[config.mk]
export PLATFORM = sky130hd
export DESIGN_NAME = yutorina_uart_tx
export DESIGN_NICKNAME = d
export VERILOG_FILES = /design/src/rtl/yutorina_uart_tx.sv
export SDC_FILE = /design/constraint.sdc
export NUM_CORES = 1
export LEC_CHECK = 0
export CELL_PAD_IN_SITES_DETAIL_PLACEMENT = 2
export CELL_PAD_IN_SITES_GLOBAL_PLACEMENT = 2
export CORE_MARGIN = 10
export CORE_UTILIZATION = 44
export DETAILED_ROUTE_END_ITERATION = 7
export PLACE_DENSITY = 0.8
export RECOVER_POWER = 25
export SLEW_MARGIN = 20
export SYNTH_ARGS = -nofsm -noshare
export SYNTH_HDL_FRONTEND = slang
export SYNTH_SLANG_ARGS = --single-unit
[constraint.sdc]
create_clock -name clk -period 5.4 [get_ports clk]
set_input_delay 1.08 -clock clk [delete_from_list [all_inputs] [get_ports clk]]
set_output_delay 1.08 -clock clk [all_outputs]
set_load 0.05 [all_outputs]
[src/rtl/yutorina_uart_tx.sv]
// yutorina_uart_tx: buffered UART transmitter, 8N1 frames LSB first, with an optional even-parity bit.
// Latency: a byte written into an empty, idle block is popped on the next edge, and its start bit drives tx from that edge.
// Backpressure: wr_rdy is low while the FIFO holds FIFO_DEPTH bytes; a write then is dropped, even if a pop happens in the same cycle.
//
// Ports:
//   clk, rst          clock and synchronous active-high reset
//   wr_en, wr_data    byte write into the TX FIFO (accepted when wr_en & wr_rdy)
//   wr_rdy            FIFO not full
//   div_we, div_in    load the cycles-per-bit register
//   tx                serial line, idle high
//   busy              a frame is on the line
//   fifo_cnt          bytes currently held in the FIFO
//   irq               one-cycle pulse when the line goes idle with the FIFO empty
// Build option: define YUTORINA_UART_TX_PARITY_EN to insert an even-parity bit between data and stop.
module yutorina_uart_tx #(
  parameter int FIFO_DEPTH  = 16,
  parameter int CNT_W       = 5,
  parameter int DIV_W       = 16,
  parameter int DIV_DEFAULT = 87
) (
  input  logic             clk,
  input  logic             rst,
  input  logic             wr_en,
  input  logic [7:0]       wr_data,
  output logic             wr_rdy,
  input  logic             div_we,
  input  logic [DIV_W-1:0] div_in,
  output logic             tx,
  output logic             busy,
  output logic [CNT_W-1:0] fifo_cnt,
  output logic             irq
);

  localparam int                 PTR_W    = $clog2(FIFO_DEPTH);
  localparam logic [PTR_W-1:0]   PTR_ONE  = PTR_W'(1);
  localparam logic [CNT_W-1:0]   CNT_ONE  = CNT_W'(1);
  localparam logic [CNT_W-1:0]   FULL_CNT = CNT_W'(FIFO_DEPTH);
  localparam logic [DIV_W-1:0]   DIV_ONE  = DIV_W'(1);
  localparam logic [DIV_W-1:0]   DIV_RST  = DIV_W'(DIV_DEFAULT);

`ifdef YUTORINA_UART_TX_PARITY_EN
  typedef enum logic [2:0] {IDLE, START, DATA, PARITY, STOP} state_t;
`else
  typedef enum logic [2:0] {IDLE, START, DATA, STOP} state_t;
`endif

  // ---------------- TX FIFO ----------------
  logic [7:0]       mem [FIFO_DEPTH];
  logic [PTR_W-1:0] wr_ptr;
  logic [PTR_W-1:0] rd_ptr;
  logic [CNT_W-1:0] cnt;
  logic             push;
  logic             pop;
  logic [7:0]       head;

  assign wr_rdy   = (cnt != FULL_CNT);
  assign push     = wr_en && wr_rdy;
  assign fifo_cnt = cnt;
  assign head     = mem[rd_ptr];

  always_ff @(posedge clk) begin
    if (!rst && push) begin
      mem[wr_ptr] <= wr_data;
    end
  end

  always_ff @(posedge clk) begin
    if (rst) begin
      wr_ptr <= '0;
      rd_ptr <= '0;
      cnt    <= '0;
    end else begin
      if (push) wr_ptr <= wr_ptr + PTR_ONE;
      if (pop)  rd_ptr <= rd_ptr + PTR_ONE;
      if (push && !pop)      cnt <= cnt + CNT_ONE;
      else if (pop && !push) cnt <= cnt - CNT_ONE;
    end
  end

  // ---------------- divisor register ----------------
  logic [DIV_W-1:0] div_reg;
  logic [DIV_W-1:0] div_eff;

  // A programmed divisor of 0 is treated as 1 so the bit timer always terminates.
  assign div_eff = (div_reg == '0) ? DIV_ONE : div_reg;

  always_ff @(posedge clk) begin
    if (rst)         div_reg <= DIV_RST;
    else if (div_we) div_reg <= div_in;
  end

  // ---------------- transmit FSM ----------------
  state_t           state;
  logic [DIV_W-1:0] div_lat;
  logic [DIV_W-1:0] tmr;
  logic [7:0]       shift;
  logic [2:0]       bit_idx;
  logic             bit_end;
`ifdef YUTORINA_UART_TX_PARITY_EN
  logic             par;
`endif

  assign bit_end = (tmr == div_lat - DIV_ONE);

  // The head byte leaves the FIFO either from IDLE or at the end of a stop bit,
  // so consecutive frames run with no idle gap.
  assign pop = (cnt != '0) && ((state == IDLE) || ((state == STOP) && bit_end));

  always_ff @(posedge clk) begin
    if (rst) begin
      state   <= IDLE;
      tx      <= 1'b1;
      busy    <= 1'b0;
      irq     <= 1'b0;
      tmr     <= '0;
      div_lat <= DIV_ONE;
      shift   <= '0;
      bit_idx <= '0;
`ifdef YUTORINA_UART_TX_PARITY_EN
      par     <= 1'b0;
`endif
    end else begin
      irq <= 1'b0;
      tmr <= ((state == IDLE) || bit_end) ? '0 : tmr + DIV_ONE;

      case (state)
        IDLE: begin
          tx   <= 1'b1;
          busy <= 1'b0;
        end
        START: begin
          if (bit_end) begin
            state   <= DATA;
            bit_idx <= '0;
            tx      <= shift[0];
          end
        end
        DATA: begin
          if (bit_end) begin
            if (bit_idx == 3'd7) begin
`ifdef YUTORINA_UART_TX_PARITY_EN
              state <= PARITY;
              tx    <= par;
`else
              state <= STOP;
              tx    <= 1'b1;
`endif
            end else begin
              bit_idx <= bit_idx + 3'd1;
              shift   <= {1'b0, shift[7:1]};
              tx      <= shift[1];
            end
          end
        end
`ifdef YUTORINA_UART_TX_PARITY_EN
        PARITY: begin
          if (bit_end) begin
            state <= STOP;
            tx    <= 1'b1;
          end
        end
`endif
        STOP: begin
          if (bit_end && !pop) begin
            state <= IDLE;
            busy  <= 1'b0;
            irq   <= 1'b1;
            tx    <= 1'b1;
          end
        end
        default: state <= IDLE;
      endcase

      // Frame start: overrides the per-state assignments above. The divisor is
      // latched here so later divisor writes only affect later frames.
      if (pop) begin
        state   <= START;
        tx      <= 1'b0;
        busy    <= 1'b1;
        shift   <= head;
        div_lat <= div_eff;
`ifdef YUTORINA_UART_TX_PARITY_EN
        par     <= ^head;
`endif
      end
    end
  end

endmodule

==> reports/qor.yml <==
synthToLayoutAreaGrowth_pct: 15.3
gp_congestion: 0.816
arrival_ns: 4.88
async_reset_ff_share_pct: 0
crit_required_ns: 5.85
vias: 5649
placed_cell_area_mm2: 0.00969
outcome: "finished clean"
post_cts_buffers: 0
layout-drive-gt1-share_pct: 14.6
core_mm2: 0.0203
wl_per_cell_um: 24.9
grt_pass1_vias: 6268
antenna_found_initial: 1
grt_usage_pct: 18.5
ant_nets: 0
min_path_type: "flop to flop"
syn_nets: 714
die_area_mm2: 0.0269
tightest_slew_ns: 1.08
start_util_pct: 44.9
wl_met2_um: 13400
maxSlewHeadroom_pct: 27.7
syn_inst: 667
io_buffer_count: 36
switching_share_pct: 33.4
crit_path_end_kind: "flop"
fin_nets: 747
routed-wl-met3_um: 789
grt_max_degree: 65
top_register: "mem"
leakagePower_nw: 3.61
dr.first_iter.drc_count: 329
p_switching_mw: 1.73
grt_overflow: 0
io_pins: 37
start_kind: "flop"
layout_common_cells: "edfxtp_1, nor2_1, dfxtp_1"
skew_ns: 0.0179
post-dp-hpwl_um: 17000
p_seq_share_pct: 37.8
tns_ns: 0
yosys_warnings: 0
finalInstanceArea_mm2: 0.0105
die-width_um: 164
maxSlewViolCount: 0
synth_top_flop_cell: "edfxtp_1"
synth_edf_count: 128
clock_power_share_pct: 31.5
cts_tree: "done"
power_density_mw_per_mm2: 493
clk_latency_ns: 0.53
clkSlewWorstSetupHoldPaths_ns: 0.06
h-tree-depth: 1
hold_buffers: 0
combPwrFrac_pct: 30.7
ctsRootBufferMaster: "clkbuf_16"
finalHoldViolCount: 0
drc: 0
grt_pass1_wl_um: 39000
maxCapViolations: 0
fp-row-count: 52
diodes: 0
clock-sinks: 209
synthDistinctLibCells: 57
critPathMaxStageDelay_ns: 0.54
final_common_cell: "edfxtp_1"
numCtsBuffers: 24
synth-seq-cells: 209
crit_slowest_cell: "or3b_2"
routed.top_layer: "met5"
period_needed_ns: 4.43
crit_top_cell: "ha_1"
drtPass1Iterations: 4
peakVddDrop_mv: 0.381
max_freq_mhz: 226
via_per_inst: 5.72
worstPathMaxFanout: 8
fillerInstances: 1919
wl_um: 24600
synth_area_per_cell_um2: 13.7
path_buf_inv: 2
critPathTopFamily: "simple AND/OR/NAND/NOR gates"
finalCritPeriodShare_pct: 82.0
yosysSeqAreaShare_pct: 60.0
crit_type: "flop to flop"
rsz0062_at_grt: "false"
cts.path.max_buffers: 3
finalPower_mw: 5.17
syn_area_mm2: 0.00911
chipHeight_um: 164
met1_length_um: 9840
p_int_mw: 3.44
path_cells: "inv_1 > ha_1 > or3b_2 > or4_1 > a211oi_2 > nand4_2 > nor4_4 > nor2_4 > ha_1 > inv_1 > ha_1 > a21o_1 > a21oi_1 > xnor2_1 > or3_1 > a21oi_1"
setup_viol: 0
cts_resized: 0
largest_reg_flops: 128
## synthesized netlist by cell type (4+ instances only)
master | n | area, um^2
edfxtp_1 | 128 | 3840
nor2_1 | 94 | 353
dfxtp_1 | 81 | 1620
mux4_2 | 40 | 901
mux2i_1 | 37 | 370
xnor2_1 | 23 | 201
clkbuf_1 | 20 | 75.1
ha_1 | 18 | 225
xor2_1 | 17 | 149
nand2_1 | 16 | 60.1
a21oi_1 | 15 | 75.1
o21ai_0 | 14 | 70.1
nand3_1 | 13 | 65.1
nor2b_1 | 12 | 75.1
nor3_1 | 12 | 60.1
nand4_1 | 11 | 68.8
nor4_1 | 11 | 68.8
buf_1 | 9 | 33.8
inv_1 | 9 | 33.8
a211oi_2 | 8 | 100
or3_1 | 8 | 50.1
a211o_1 | 5 | 43.8
and3_1 | 4 | 25.0
buf_6 | 4 | 45.0
o211ai_1 | 4 | 30.0
or4_1 | 4 | 30.0
## routing by layer
metal,global-route usage [%],up-vias
li1,-,2572
met1,22.0,2933
met2,34.2,98
met3,2.85,44
met4,4.67,2
met5,0,-
## kinds of logic (layout without fill, tap and decap cells)
kind of cell / count (synthesis) / after routing / synth area share [%]
adders and majority gates: 19 / 19 / 2.69
muxes: 77 / 77 / 14.0
xor gates and xnor gates: 40 / 40 / 3.85
buffers and inverters: 46 / 97 / 2.31
and+or+nand+nor: 211 / 211 / 12.0
AOI/OAI and AO/OA: 65 / 65 / 5.25
DFF: 209 / 209 / 60.0
## power by group through the flow
stage | registers (mW) | logic [mW] | clock network (mW)
detailed placement | 1.99 | 1.58 | 0
floorplan | 1.99 | 1.17 | 0
finish | 1.96 | 1.59 | 1.63
global placement | 1.97 | 1.48 | 0
global route | 1.98 | 1.74 | 1.73
CTS | 1.96 | 1.61 | 1.65
## path summary, 6_finish.rpt
path / endpoint / cells past startpoint / startpoint / slack [ns]
hold reg to reg: bit_idx[1] / 2 / bit_idx[1] / 0.50
setup / recovery: fifo_cnt[4] / 16 / div_lat[0] / 0.97
hold / removal: bit_idx[1] / 2 / bit_idx[1] / 0.50
setup reg to reg: fifo_cnt[4] / 16 / div_lat[0] / 0.97
## stage by stage
stage,worst slack [ns],util (%),hold slack [ns],std cells
after global placement,1.28,47.7,0.464,944
after floorplan,1.15,-,0.447,667
after global routing,0.716,51.7,0.524,988
final,0.970,51.7,0.496,988
after detailed placement,1.04,47.7,0.490,944
after CTS,0.981,51.7,0.508,988
## tightest hold or removal path, stage by stage (launching register included)
cell,delay [ns]
dfxtp_1,0.32
o21ai_0,0.07
a21oi_1,0.06
## final cells by class
class / instances / area, um^2 / area share [%]
repair buffers: 44 / 415 / 3.96
inverters: 9 / 33.8 / 0.322
flip-flops and latches: 209 / 5470 / 52.1
clock inverters: 10 / 134 / 1.28
well taps: 270 / 338 / 3.22
multi-input cells: 412 / 3440 / 32.8
clock buffers: 34 / 668 / 6.36
No activity file was read; power rests on OpenSTA's default activity.
==> patch, RTL diff (same settings) <==
Change the parameter `DIV_W` from 16 to 32.
--- a/src/rtl/yutorina_uart_tx.sv
+++ b/src/rtl/yutorina_uart_tx.sv
@@ -17,3 +17,3 @@
   parameter int CNT_W       = 5,
-  parameter int DIV_W       = 16,
+  parameter int DIV_W       = 32,
   parameter int DIV_DEFAULT = 87
Interface: changed (resized div_in); port bits go from 37 to 53. The function was not compared with the original's and may differ.
==> patch against the unedited design <==
Final cell count up 33%. Sequential share of layout area fell by 3.0 points. Setup slack worse by 450 ps. Die area grew 22%. Final area rose by 25%. Maximum frequency down 9.3%. Area after synthesis increased by 25%. Wire length is 32% higher. Sequential cell count increased by 48. Power grew 17%.
==> patch: results (changes against the unedited design) <==
* Share of layout cells above drive strength 1 at 0.1254 (was 0.1462)
* Most frequent cells after synthesis: dfxtp_1, edfxtp_1, nor2_1, xor2_1 (was edfxtp_1, nor2_1, dfxtp_1, mux4_2, mux2i_1)
* Leak at 4.752 nW (was 3.614 nW)
* Seq cells post-synth at 257 (was 209)
* Area of the multi-input gates at 4646 um^2 (was 3445 um^2)
* Register area share after synthesis at 0.5646 (was 0.6000)
* First-pass GRT wire length at 51160 um (was 38950 um)
* Inverter count at 14 (was 9)
* Worst-path fanout max at 6 (was 8)
* Vias per Instance at 5.777 (was 5.718)
* Signal buffers at 65 (was 44)
* Multiplexer share of the synthesized area at 0.1143 (was 0.1396)
* Hold Slack at 480.0 ps (was 496.4 ps)
* Vias in the first global route at 8485 (was 6268)
* Fill cell count at 2366 (was 1919)
* TritonCTS buffer count at 29 (was 24)
* HP Start: tx (was bit_idx[1])
* Detailed placement HPWL at 22420 um (was 16980 um)
* 1st-iter DRT viols at 427 (was 329)
* Port Buffers at 52 (was 36)
* Storage cell area at 6427 um^2 (was 5466 um^2)
* Outcome: complete, no violations (unchanged)
* Clkbuf count at 38 (was 34)
* Worst-skew pair later-pin latency at 560 ps (was 530 ps)
* Clock Skew at 10.86 ps (was 17.95 ps)
* Cell Area, Placed at 12120 um^2 (was 9692 um^2)
* Synth Area in XOR/XNOR at 0.06002 (was 0.03846)
-- patch: cell count changes in the layout (fill, tap and decap cells not counted), sizes merged, moves of 7 or more --
cell | unedited run | this run
dfxtp | 81 | 129
xor2 | 17 | 52
a22o | 0 | 31
nand2 | 16 | 39
nor2 | 95 | 117
nand3 | 14 | 33
nor4 | 12 | 27
clkdlybuf4s50 | 29 | 43
a21oi | 15 | 23
nor2b | 12 | 4
and4 | 0 | 7
-- patch: worst max-delay path, stage by stage (launching register included) --
cell and delay (ps):
dfxtp_1 340, inv_1 80, ha_1 180, or3b_2 490, nor4_4 280, buf_4 180
nand3_1 90, xnor2_1 140, or4_1 600, nor3_2 180, buf_4 150, a31oi_1 110
or2_1 300, ha_1 230, inv_1 170, ha_1 310, a21o_1 200, a21oi_1 210
xnor2_1 110, or3_1 310, a21oi_1 130
-- patch: routing by layer --
layer | global-route usage | routed length [um]
met2 | 0.3617 | 17430
met4 | 0.04692 | 673
met5 | 0 | 0
met1 | 0.2312 | 13630
met3 | 0.02398 | 845
-- patch: power by group through the flow --
stage	Combinational, mW	Clock [mW]	Sequential, mW
3_5_place_dp	1.66	0	2.41
4_1_cts	1.69	2.02	2.38
5_1_grt	1.84	2.10	2.40
3_3_place_gp	1.59	0	2.40
2_1_floorplan	1.23	0	2.39
6_report	1.68	1.99	2.37
-- patch: cell families (layout without fill, tap and decap cells) --
group                      Yosys count  in the layout
adders and majority gates           19             19
AOI/OAI and AO/OA                  112            112
xor gates and xnor gates            78             78
and+or+nand+nor                    303            303
muxes                               80             80
buffers and inverters               68            132
DFF                                257            257
